[src/rtl/cpu_control_sequencer.sv]
// Multi-cycle fetch/decode/execute controller for the 20-bit {opcode, operand} instruction format.
// Build option: define ILLEGAL_OP_TRAP_EN to trap opcodes 7-E into HALT and raise sticky illegal_op.
//
// state  | meaning
// IDLE   | waiting for run
// FETCH  | instruction read at pc, holds until mem_ack
// DECODE | opcode valid in IR, selects next state
// EXEC   | one-cycle ALU / jump action
// MEM    | LOAD/STORE data access, holds until mem_ack
// HALT   | stopped until reset
module cpu_control_sequencer #(
   parameter int unsigned       ADDR_W   = 16,
   parameter logic [ADDR_W-1:0] RESET_PC = '0
) (
   input  logic              clk,
   input  logic              rst_n,
   input  logic              run,
   input  logic [3:0]        ir_opcode,
   input  logic [15:0]       ir_operand,
   input  logic              acc_zero,
   input  logic              mem_ack,
   output logic              ir_load,
   output logic              mem_req,
   output logic              mem_we,
   output logic [ADDR_W-1:0] mem_addr,
   output logic [ADDR_W-1:0] pc,
   output logic              acc_load,
   output logic [1:0]        alu_op,
   output logic              halted,
   output logic              illegal_op,
   output logic [2:0]        state
);

   typedef enum logic [2:0] {
      S_IDLE   = 3'd0,
      S_FETCH  = 3'd1,
      S_DECODE = 3'd2,
      S_EXEC   = 3'd3,
      S_MEM    = 3'd4,
      S_HALT   = 3'd5
   } state_t;

   localparam logic [3:0] OP_LOAD  = 4'h1;
   localparam logic [3:0] OP_STORE = 4'h2;
   localparam logic [3:0] OP_ADDI  = 4'h3;
   localparam logic [3:0] OP_SUBI  = 4'h4;
   localparam logic [3:0] OP_JMP   = 4'h5;
   localparam logic [3:0] OP_JZ    = 4'h6;
   localparam logic [3:0] OP_HALT  = 4'hF;

   state_t            state_q, state_d, boundary_state;
   logic [ADDR_W-1:0] pc_q, pc_d;
   logic [ADDR_W-1:0] mem_addr_q, mem_addr_d;
   logic              halted_q, halted_d;
   logic [ADDR_W-1:0] operand_addr;
`ifdef ILLEGAL_OP_TRAP_EN
   logic              illegal_q, illegal_d, trap;
`endif

   assign operand_addr   = ir_operand[ADDR_W-1:0];
   assign boundary_state = run ? S_FETCH : S_IDLE;

   always_comb begin
      state_d    = state_q;
      pc_d       = pc_q;
      mem_addr_d = mem_addr_q;
      ir_load    = 1'b0;
      mem_req    = 1'b0;
      mem_we     = 1'b0;
      acc_load   = 1'b0;
      alu_op     = 2'b00;
`ifdef ILLEGAL_OP_TRAP_EN
      trap       = 1'b0;
`endif
      case (state_q)
         S_IDLE: begin
            if (run) state_d = S_FETCH;
         end
         S_FETCH: begin
            mem_req    = 1'b1;
            mem_addr_d = pc_q;
            if (mem_ack) begin
               ir_load = 1'b1;
               pc_d    = pc_q + ADDR_W'(1);
               state_d = S_DECODE;
            end
         end
         S_DECODE: begin
            case (ir_opcode)
               OP_LOAD, OP_STORE: state_d = S_MEM;
               OP_HALT:           state_d = S_HALT;
               default: begin
                  state_d = S_EXEC;
`ifdef ILLEGAL_OP_TRAP_EN
                  if (ir_opcode >= 4'h7) begin
                     trap    = 1'b1;
                     state_d = S_HALT;
                  end
`endif
               end
            endcase
         end
         S_EXEC: begin
            state_d = boundary_state;
            case (ir_opcode)
               OP_ADDI: begin
                  acc_load = 1'b1;
                  alu_op   = 2'b01;
               end
               OP_SUBI: begin
                  acc_load = 1'b1;
                  alu_op   = 2'b10;
               end
               OP_JMP:  pc_d = operand_addr;
               OP_JZ:   if (acc_zero) pc_d = operand_addr;
               default: ;
            endcase
         end
         S_MEM: begin
            mem_req    = 1'b1;
            mem_we     = (ir_opcode == OP_STORE);
            mem_addr_d = operand_addr;
            if (mem_ack) begin
               acc_load = (ir_opcode == OP_LOAD);
               state_d  = boundary_state;
            end
         end
         S_HALT:  ;
         default: state_d = S_IDLE;
      endcase
      halted_d = halted_q | (state_d == S_HALT);
`ifdef ILLEGAL_OP_TRAP_EN
      illegal_d = illegal_q | trap;
`endif
   end

   always_ff @(posedge clk) begin
      if (!rst_n) begin
         state_q    <= S_IDLE;
         pc_q       <= RESET_PC;
         mem_addr_q <= '0;
         halted_q   <= 1'b0;
      end else begin
         state_q    <= state_d;
         pc_q       <= pc_d;
         mem_addr_q <= mem_addr_d;
         halted_q   <= halted_d;
      end
   end

`ifdef ILLEGAL_OP_TRAP_EN
   always_ff @(posedge clk) begin
      if (!rst_n) illegal_q <= 1'b0;
      else        illegal_q <= illegal_d;
   end
   assign illegal_op = illegal_q;
`else
   assign illegal_op = 1'b0;
`endif

   // mem_addr follows the live request address and otherwise holds the last one issued
   assign mem_addr = mem_addr_d;
   assign pc       = pc_q;
   assign halted   = halted_q;
   assign state    = state_q;

endmodule

[config.mk]
export PLATFORM = sky130hd
export DESIGN_NAME = cpu_control_sequencer
export DESIGN_NICKNAME = d
export VERILOG_FILES = /design/src/rtl/cpu_control_sequencer.sv
export SDC_FILE = /design/constraint.sdc
export NUM_CORES = 1
export LEC_CHECK = 0
export CORE_MARGIN = 2
export CORE_UTILIZATION = 45
export DETAILED_ROUTE_END_ITERATION = 7
export PLACE_DENSITY_LB_ADDON = 0.15
export SLEW_MARGIN = 20
export SYNTH_ARGS = -nofsm -noshare
export SYNTH_HDL_FRONTEND = slang
export SYNTH_SLANG_ARGS = --single-unit
[constraint.sdc]
create_clock -name clk -period 2.98 [get_ports clk]
set_input_delay 0.447 -clock clk [delete_from_list [all_inputs] [get_ports clk]]
set_output_delay 0.447 -clock clk [all_outputs]
set_load 0.02 [all_outputs]
==> impl_metrics.ini, run 1 <==
[place]
place_inst = 406
io_buffers = 66
dp_hpwl_mm = 4.47
pre_cts_ws_ns = 0.392
place.gp.congestion = 0.822
post_dp_cell_area_um2 = 3000

[clock_network]
cts_resized = 0
cts_tree = built
clk_pin_slew_ns = 0.07
cts_root_buf = clkbuf_8
cts_buffers = 5
cts.path.max_buffers = 2
htreeDepth = 2
cts_post_setup_buffers_inserted = 0
clock_latency_ns = 0.29
cts_sinks = 36
holdBufCountCts = 0

[sta]
hold_ws_ns = 0.479
finalHoldViolations = 0
fin_skew_ns = 0.00764
max_slew.worst_pin.slew_ns = 0.677
fin_ws_ns = 0.238
clock.fmax_ghz = 0.365
timing.max_slew.rel_slack_pct = 54.9
min_period_ns = 2.74
rsz0062_at_grt = no
drv_slew = 0
period_share_pct = 92.0
setup_viol = 0
finalSetupTns_ns = 0

[synth]
synth_top_cell_by_area = dfxtp_1
synth_area_um2 = 2360
synthFlopType = dfxtp_1
synthTopCellsByArea = dfxtp_1 (31%), a22oi_1 (7.3%), and2_1 (4.8%)
synth.avg_cell_area_um2 = 8.36
synth_top_area_share_pct = 30.6
ys_ff_latch = 36
synthArstFlopShare_pct = 0
synth_edf_count = 0
syn_inst = 282
synth-seq-area-share_pct = 30.6
syn-num-nets = 308
yosys_warnings = 0
synth_cell_types = 58

[critical_path]
reg2reg_setup_slack_ns = 0.84
r2r_end = pc[5]
crit_fanout = 15
worstPathArrival_ns = 2.30
startpoint_type = register
ff2ff_path_depth = 6
crit_start = state[2]
end_kind = primary output
crit_end = mem_addr[1]
reg2reg_from = state[1]
required_ns = 2.53
crit_type = register to primary output

[layout]
stdcell_area_um2 = 3080
num_antenna_cells = 0
final_cells = 413
fillers = 514
drive_above_1_share_pct = 10.5
area_delta_synth_final_pct = 30.7
nets = 369

[flow_run]
drv_cap = 0

[drt]
drcViolationCount = 0
wl_mm = 6.23
vias = 2337
via_per_inst = 5.66
postRouteAntennaNets = 0
wire_per_inst_um = 15.1
firstDrtPassIters = 4
drtIter0Drc = 164

[die]
rows = 26
core_area_um2 = 5070
die_w_um = 76.4
io_pins = 68
dieHeight_um = 76.4
start_util_pct = 46.4
dieArea_um2 = 5830

[grt]
grt_pass1_vias = 2090
grt_antenna_before_repair = 0
overflow = 0
grt_max_degree = 33
grt_usage_pct = 21.4
grt_first_pass_wirelength_mm = 10.2

[pwr]
peakVddDrop_v = 0.000197
p_leak_nw = 1.09
powerDensity_nw_per_um2 = 331

[outcome]
status = complete, no violations

[hold_path]
hold_class = register to register
## how the worst min path moves through the flow
stage,endpoint,slack (ns),start,cells after the start
6_report,halted,0.48,halted,2
5_1_grt,halted,0.51,halted,2
4_1_cts,halted,0.48,halted,2
3_5_place_dp,halted,0.46,halted,2
3_3_place_gp,halted,0.46,halted,2
2_1_floorplan,halted,0.54,halted,2
## where the power goes
part	leakage [nW]	internal [mW]	switching [mW]
clock network	0.0410	0.159	0.171
registers	0.291	0.488	0.0131
logic	0.755	0.0902	0.0986
## cells by family (layout without fill, tap and decap cells)
group	count (synthesis)	in the layout	synth area share, %
AND/OR/NAND/NOR	107	107	26.0
AO/OA/AOI/OAI	93	93	29.8
buffers and inverters	43	104	12.5
flip-flops	36	36	30.6
adder cells (fa/ha/maj)	1	1	0.531
other	1	1	0.159
XOR/XNOR	1	1	0.372
## flip-flops by register name (all words and copies together), names as in the netlist
name and flops:
pc 16, state 3, halted 1, mem_addr_q 16
## layout by cell type, fill, tap and decap left out, types with 2 or more instances in the layout
| master | netlist | layout |
|---|---|---|
| o221a_1 | 5 | 5 |
| clkdlybuf4s50_1 | 0 | 66 |
| nor2_1 | 23 | 23 |
| a21oi_1 | 14 | 14 |
| nand4_1 | 2 | 2 |
| and3_1 | 3 | 3 |
| o21ai_1 | 8 | 8 |
| nor3b_1 | 2 | 2 |
| and3b_1 | 2 | 2 |
| nand3_1 | 4 | 4 |
| nor2b_1 | 3 | 3 |
| clkbuf_8 | 0 | 5 |
| o21ai_2 | 10 | 10 |
| o2bb2ai_1 | 2 | 2 |
| o31a_1 | 2 | 2 |
| nor4_1 | 3 | 3 |
| nand2_1 | 25 | 25 |
| a41oi_1 | 3 | 3 |
| buf_4 | 2 | 9 |
| inv_1 | 20 | 20 |
| o32ai_1 | 4 | 4 |
| nand2b_1 | 2 | 2 |
| a31oi_1 | 5 | 5 |
| a311oi_1 | 2 | 2 |
| o22a_1 | 2 | 2 |
| dfxtp_1 | 36 | 36 |
| or4_1 | 3 | 3 |
| nor3b_4 | 2 | 2 |
| and2_1 | 18 | 18 |
| a22oi_1 | 23 | 23 |
| nand3b_1 | 2 | 2 |
| nor3_1 | 5 | 5 |
| o22ai_1 | 5 | 5 |
## layout make-up
cell class                 instances  area [um2]  area share, %
multi-input combinational        203        1340           43.5
timing repair buffer              76         748           24.3
sequential                        36         721           23.4
inverter                          21         105           3.41
tap                               70        87.6           2.84
clock buffer                       6        72.6           2.36
clock inverter                     1        5.00          0.162
## worst max-delay path, cell delays in order (launching register included)
cell and delay (ns):
dfxtp_1 0.55, nor3b_4 0.36, or2_1 0.26, buf_12 0.18, o21ai_1 0.09, clkdlybuf4s50_1 0.56
## cell usage after synthesis, types with 4 or more instances
cell,n
clkbuf_1,4
a22oi_1,23
nor2_1,23
a21oi_1,14
o221a_1,5
nor3_1,5
dfxtp_1,36
inv_1,20
nand3_1,4
o22ai_1,5
buf_2,4
buf_6,8
o32ai_1,4
a31oi_1,5
and2_1,18
nand2_1,25
o21ai_2,10
o21ai_1,8
## layer usage
layer / global-route usage (%) / up-vias / part of all wire, %
met5: 0 / - / 0
met1: 28.3 / 1091 / 43
met2: 36.0 / 89 / 50
met4: 4.55 / 0 / 0.67
li1: - / 1153 / -
met3: 4.27 / 4 / 6.4
## stage by stage
step / util [%] / total power [mW]
after global routing: 60.7 / 1.06
after detailed placement: 59.2 / 0.699
after global placement: 59.2 / 0.699
after floorplan: - / 0.617
after CTS: 60.7 / 1.02
final: 60.7 / 1.02
Note: power is estimated with default switching activity, not from simulation.
==> run 2: changes to the inputs <==
- CORE_UTILIZATION: 45 -> 37
- SKIP_CTS_REPAIR_TIMING: default -> 1
==> impl_metrics.ini, run 2 (synthesis gave the netlist of run 1 again) <==
[grt]
grt_antenna_before_repair = 0
overflow = 0
grt_usage_pct = 19.0
grt_max_degree = 33
grt_pass1_vias = 2202
grt_first_pass_wirelength_mm = 10.9

[place]
dp_hpwl_mm = 4.68
place.gp.congestion = 0.843
io_buffers = 66
pre_cts_ws_ns = 0.391
place_inst = 414

[layout]
nets = 370
fillers = 623
final_cells = 422
final_cell_mix = clkdlybuf4s50_1 (66), dfxtp_1 (36), nand2_1 (25)
ff_latch_area_um2 = 721
drive_above_1_share_pct = 11.3
area_delta_synth_final_pct = 32.9
final_common_cell = clkdlybuf4s50_1
multi_input_area_um2 = 1340
num_antenna_cells = 0

[clock_network]
cts_buffers = 5
htreeDepth = 2
cts.path.max_buffers = 2
cts_sinks = 36
cts_tree = built
clock_latency_ns = 0.29
cts_root_buf = clkbuf_8
clk_pin_slew_ns = 0.07

[flow_run]
drv_cap = 0

[pwr]
peakVddDrop_v = 0.000197
p_leak_nw = 1.11
power.total_mw = 1.17
powerDensity_nw_per_um2 = 374

[sta]
clock.fmax_ghz = 0.361
fin_skew_ns = 0.00354
period_share_pct = 92.9
drv_slew = 0
finalHoldViolations = 0
min_period_ns = 2.77
max_slew.worst_pin.slew_ns = 0.703
hold_ws_ns = 0.467
finalSetupTns_ns = 0
timing.max_slew.rel_slack_pct = 53.2
setup_viol = 0
rsz0062_at_grt = no
fin_ws_ns = 0.213

[die]
die_w_um = 83.8
start_util_pct = 37.8
dieHeight_um = 83.8
core_area_um2 = 6240
io_pins = 68
dieArea_um2 = 7030
rows = 29

[critical_path]
crit_end = mem_addr[8]
required_ns = 2.53
crit_type = register to primary output
crit_fanout = 17
r2r_end = pc[4]
reg2reg_from = state[1]
worstPathArrival_ns = 2.32
startpoint_type = register
crit_start = state[1]
end_kind = primary output
ff2ff_path_depth = 5
reg2reg_setup_slack_ns = 0.75

[drt]
postRouteAntennaNets = 0
drtIter0Drc = 184
wl_mm = 6.53
drcViolationCount = 0
firstDrtPassIters = 6
via_per_inst = 5.50
wire_per_inst_um = 15.5
vias = 2320

[outcome]
status = complete, no violations

[hold_path]
hold_class = register to register
-- run 2: where the power goes --
part / switching (mW) / internal, mW
Clock: 0.187 / 0.295
Sequential: 0.0123 / 0.488
Combinational: 0.100 / 0.0877
Total: 0.300 / 0.871
-- run 2: critical path: stages (launching register included) --
cell and delay [ns]:
dfxtp_1 0.65, nor3b_4 0.11, or2_1 0.22, buf_4 0.21, o21ai_1 0.19, clkdlybuf4s50_1 0.63
-- run 2: area by class of cell --
| type | instances | share of cell area (%) |
|---|---|---|
| Tap cell | 77 | 3.08 |
| Timing Repair Buffer | 77 | 23.7 |
| Sequential cell | 36 | 23.0 |
| Inverter | 21 | 3.35 |
| Clock inverter | 1 | 0.958 |
| Multi-Input combinational cell | 203 | 42.8 |
| Clock buffer | 7 | 3.08 |
-- run 2: worst min path at each step --
stage	cells after the start	from	end	slack [ns]
detailed placement	2	halted	halted	0.45
floorplan	2	halted	halted	0.54
global placement	2	halted	halted	0.44
CTS	2	halted	halted	0.47
finish	2	halted	halted	0.47
global route	2	halted	halted	0.51
-- run 2: per-layer routing --
metal | GRT usage, % | part of all wire [%] | vias up
li1 | - | - | 1158
met4 | 6.16 | 1.0 | 0
met3 | 4.55 | 6.7 | 6
met2 | 30.3 | 47 | 76
met5 | 0 | 0 | -
met1 | 25.2 | 45 | 1080
-- run 2: through the flow --
stage               utilization, %  cell area [um2]
global route                  50.2             3130
CTS                           50.2             3130
floorplan                        -             2360
global placement              48.2             3010
detailed placement            48.2             3010
finish                        50.2             3130
==> run 3: changes to the inputs <==
- CORE_UTILIZATION: 37 -> 52
- GPL_TIMING_DRIVEN: default -> 0
==> impl_metrics.ini, run 3 (synthesis gave the netlist of run 1 again) <==
[grt]
grt_usage_pct = 27.2
met3_usage_pct = 7.17
grt_pass1_vias = 2299
busiest_layer = met2
grt_max_degree = 12
grt_use_met1_pct = 34.6
grt_use_met2_pct = 43.6
overflow = 0
grt_antenna_before_repair = 0
grt_first_pass_wirelength_mm = 11.0

[critical_path]
crit_type = register to primary output
crit_family = buffers and inverters
path_depth = 6
reg2reg_setup_slack_ns = 0.97
r2r_end = pc[14]
worstPathArrival_ns = 2.48
startpoint_type = register
crit_buf_inv = 3
crit_fanout = 10
ff2ff_path_depth = 5
reg2reg_from = pc[0]
max_stage_delay_ns = 0.62
slowest_stage = clkdlybuf4s50_1
required_ns = 2.53
cp_cell_sequence = buf_2, nor3b_4, clkbuf_2, a31oi_1, o21bai_1, clkdlybuf4s50_1
end_kind = primary output

[clock_network]
cts_root_buf = clkbuf_8
cts.path.max_buffers = 2
cts_sinks = 36
htreeDepth = 2
cts_buffers = 5
cts_tree = built
clock_latency_ns = 0.29
clk_pin_slew_ns = 0.07

[hold_path]
hp-start = halted
hold_class = register to register
hold_depth = 2
holdPathEnd = halted

[drt]
drcViolationCount = 0
drtIter0Drc = 243
via_per_inst = 6.12
wire_per_inst_um = 16.6
vias = 2515
postRouteAntennaNets = 0
firstDrtPassIters = 8
wl_mm = 6.83

[place]
pre_cts_ws_ns = 0.0988
dp_hpwl_mm = 4.92
place.gp.congestion = 0.935
io_buffers = 65

[die]
rows = 24
core_area_um2 = 4350
die_w_um = 71.3
io_pins = 68
dieHeight_um = 71.3
dieArea_um2 = 5090
start_util_pct = 54.1

[sta]
timing.max_slew.rel_slack_pct = 64.2
clock.fmax_ghz = 0.342
max_slew.worst_pin.slew_ns = 0.532
drv_slew = 0
min_period_ns = 2.92
period_share_pct = 98.1
setup_viol = 0
finalHoldViolations = 0
fin_skew_ns = 0.00527
fin_ws_ns = 0.0575

[layout]
drive_above_1_share_pct = 13.6
final_common_cell = clkdlybuf4s50_1
nets = 384
final_cell_mix = clkdlybuf4s50_1 (65), dfxtp_1 (36), nand2_1 (25)
area_delta_synth_final_pct = 35.8
num_antenna_cells = 0

[pwr]
power.total_mw = 1.07
p_leak_nw = 1.17
peakVddDrop_v = 0.000247
powerDensity_nw_per_um2 = 335

[flow_run]
drv_cap = 0

[outcome]
status = complete, no violations
-- run 3: report_power, final --
part | internal [mW] | leakage, nW | total (mW) | switching, mW
Clock | 0.188 | 0.0445 | 0.368 | 0.180
Sequential | 0.488 | 0.291 | 0.497 | 0.00888
Combinational | 0.0964 | 0.834 | 0.207 | 0.110
-- run 3: worst max path at each step --
stage                         from     endpoint
after floorplan           state[2]     acc_load
after global placement    state[2]  mem_addr[9]
after detailed placement  state[2]  mem_addr[9]
after CTS                 state[2]  mem_addr[9]
after global routing      state[2]  mem_addr[0]
final                     state[2]     acc_load
-- run 3: layout make-up --
cell class | instances | area, um2
fillers | 372 | 1150
inverters | 21 | 105
clock buffers | 7 | 86.3
repair buffers | 69 | 681
multi-input cells | 203 | 1340
plain buffers | 22 | 194
clock inverters | 1 | 7.51
flip-flops and latches | 36 | 721
well taps | 52 | 65.1
-- run 3: per-layer routing --
metal,up-vias,share of wire (%)
met3,19,9.8
li1,1188,-
met4,0,2.4
met5,-,0
met2,153,46
met1,1155,41
-- run 3: tightest hold or removal path, delay by kind of cell, from the launching register on --
| family | cells | cell delay [ns] |
|---|---|---|
| DFF | 1 | 0.32 |
| AOI/OAI and AO/OA | 1 | 0.06 |
| and+or+nand+nor | 1 | 0.06 |
-- run 3: metrics by stage --
step                util, %  std cells  instance area, um2  setup TNS [ns]  hold slack, ns
floorplan                 -        282                2360               0           0.535
detailed placement     70.6        399                3070               0           0.456
global placement       70.6        399                3070               0           0.451
global route           73.5        411                3200         -0.0934           0.504
CTS                    72.7        407                3170           -2.08           0.477
finish                 73.5        411                3200               0           0.482
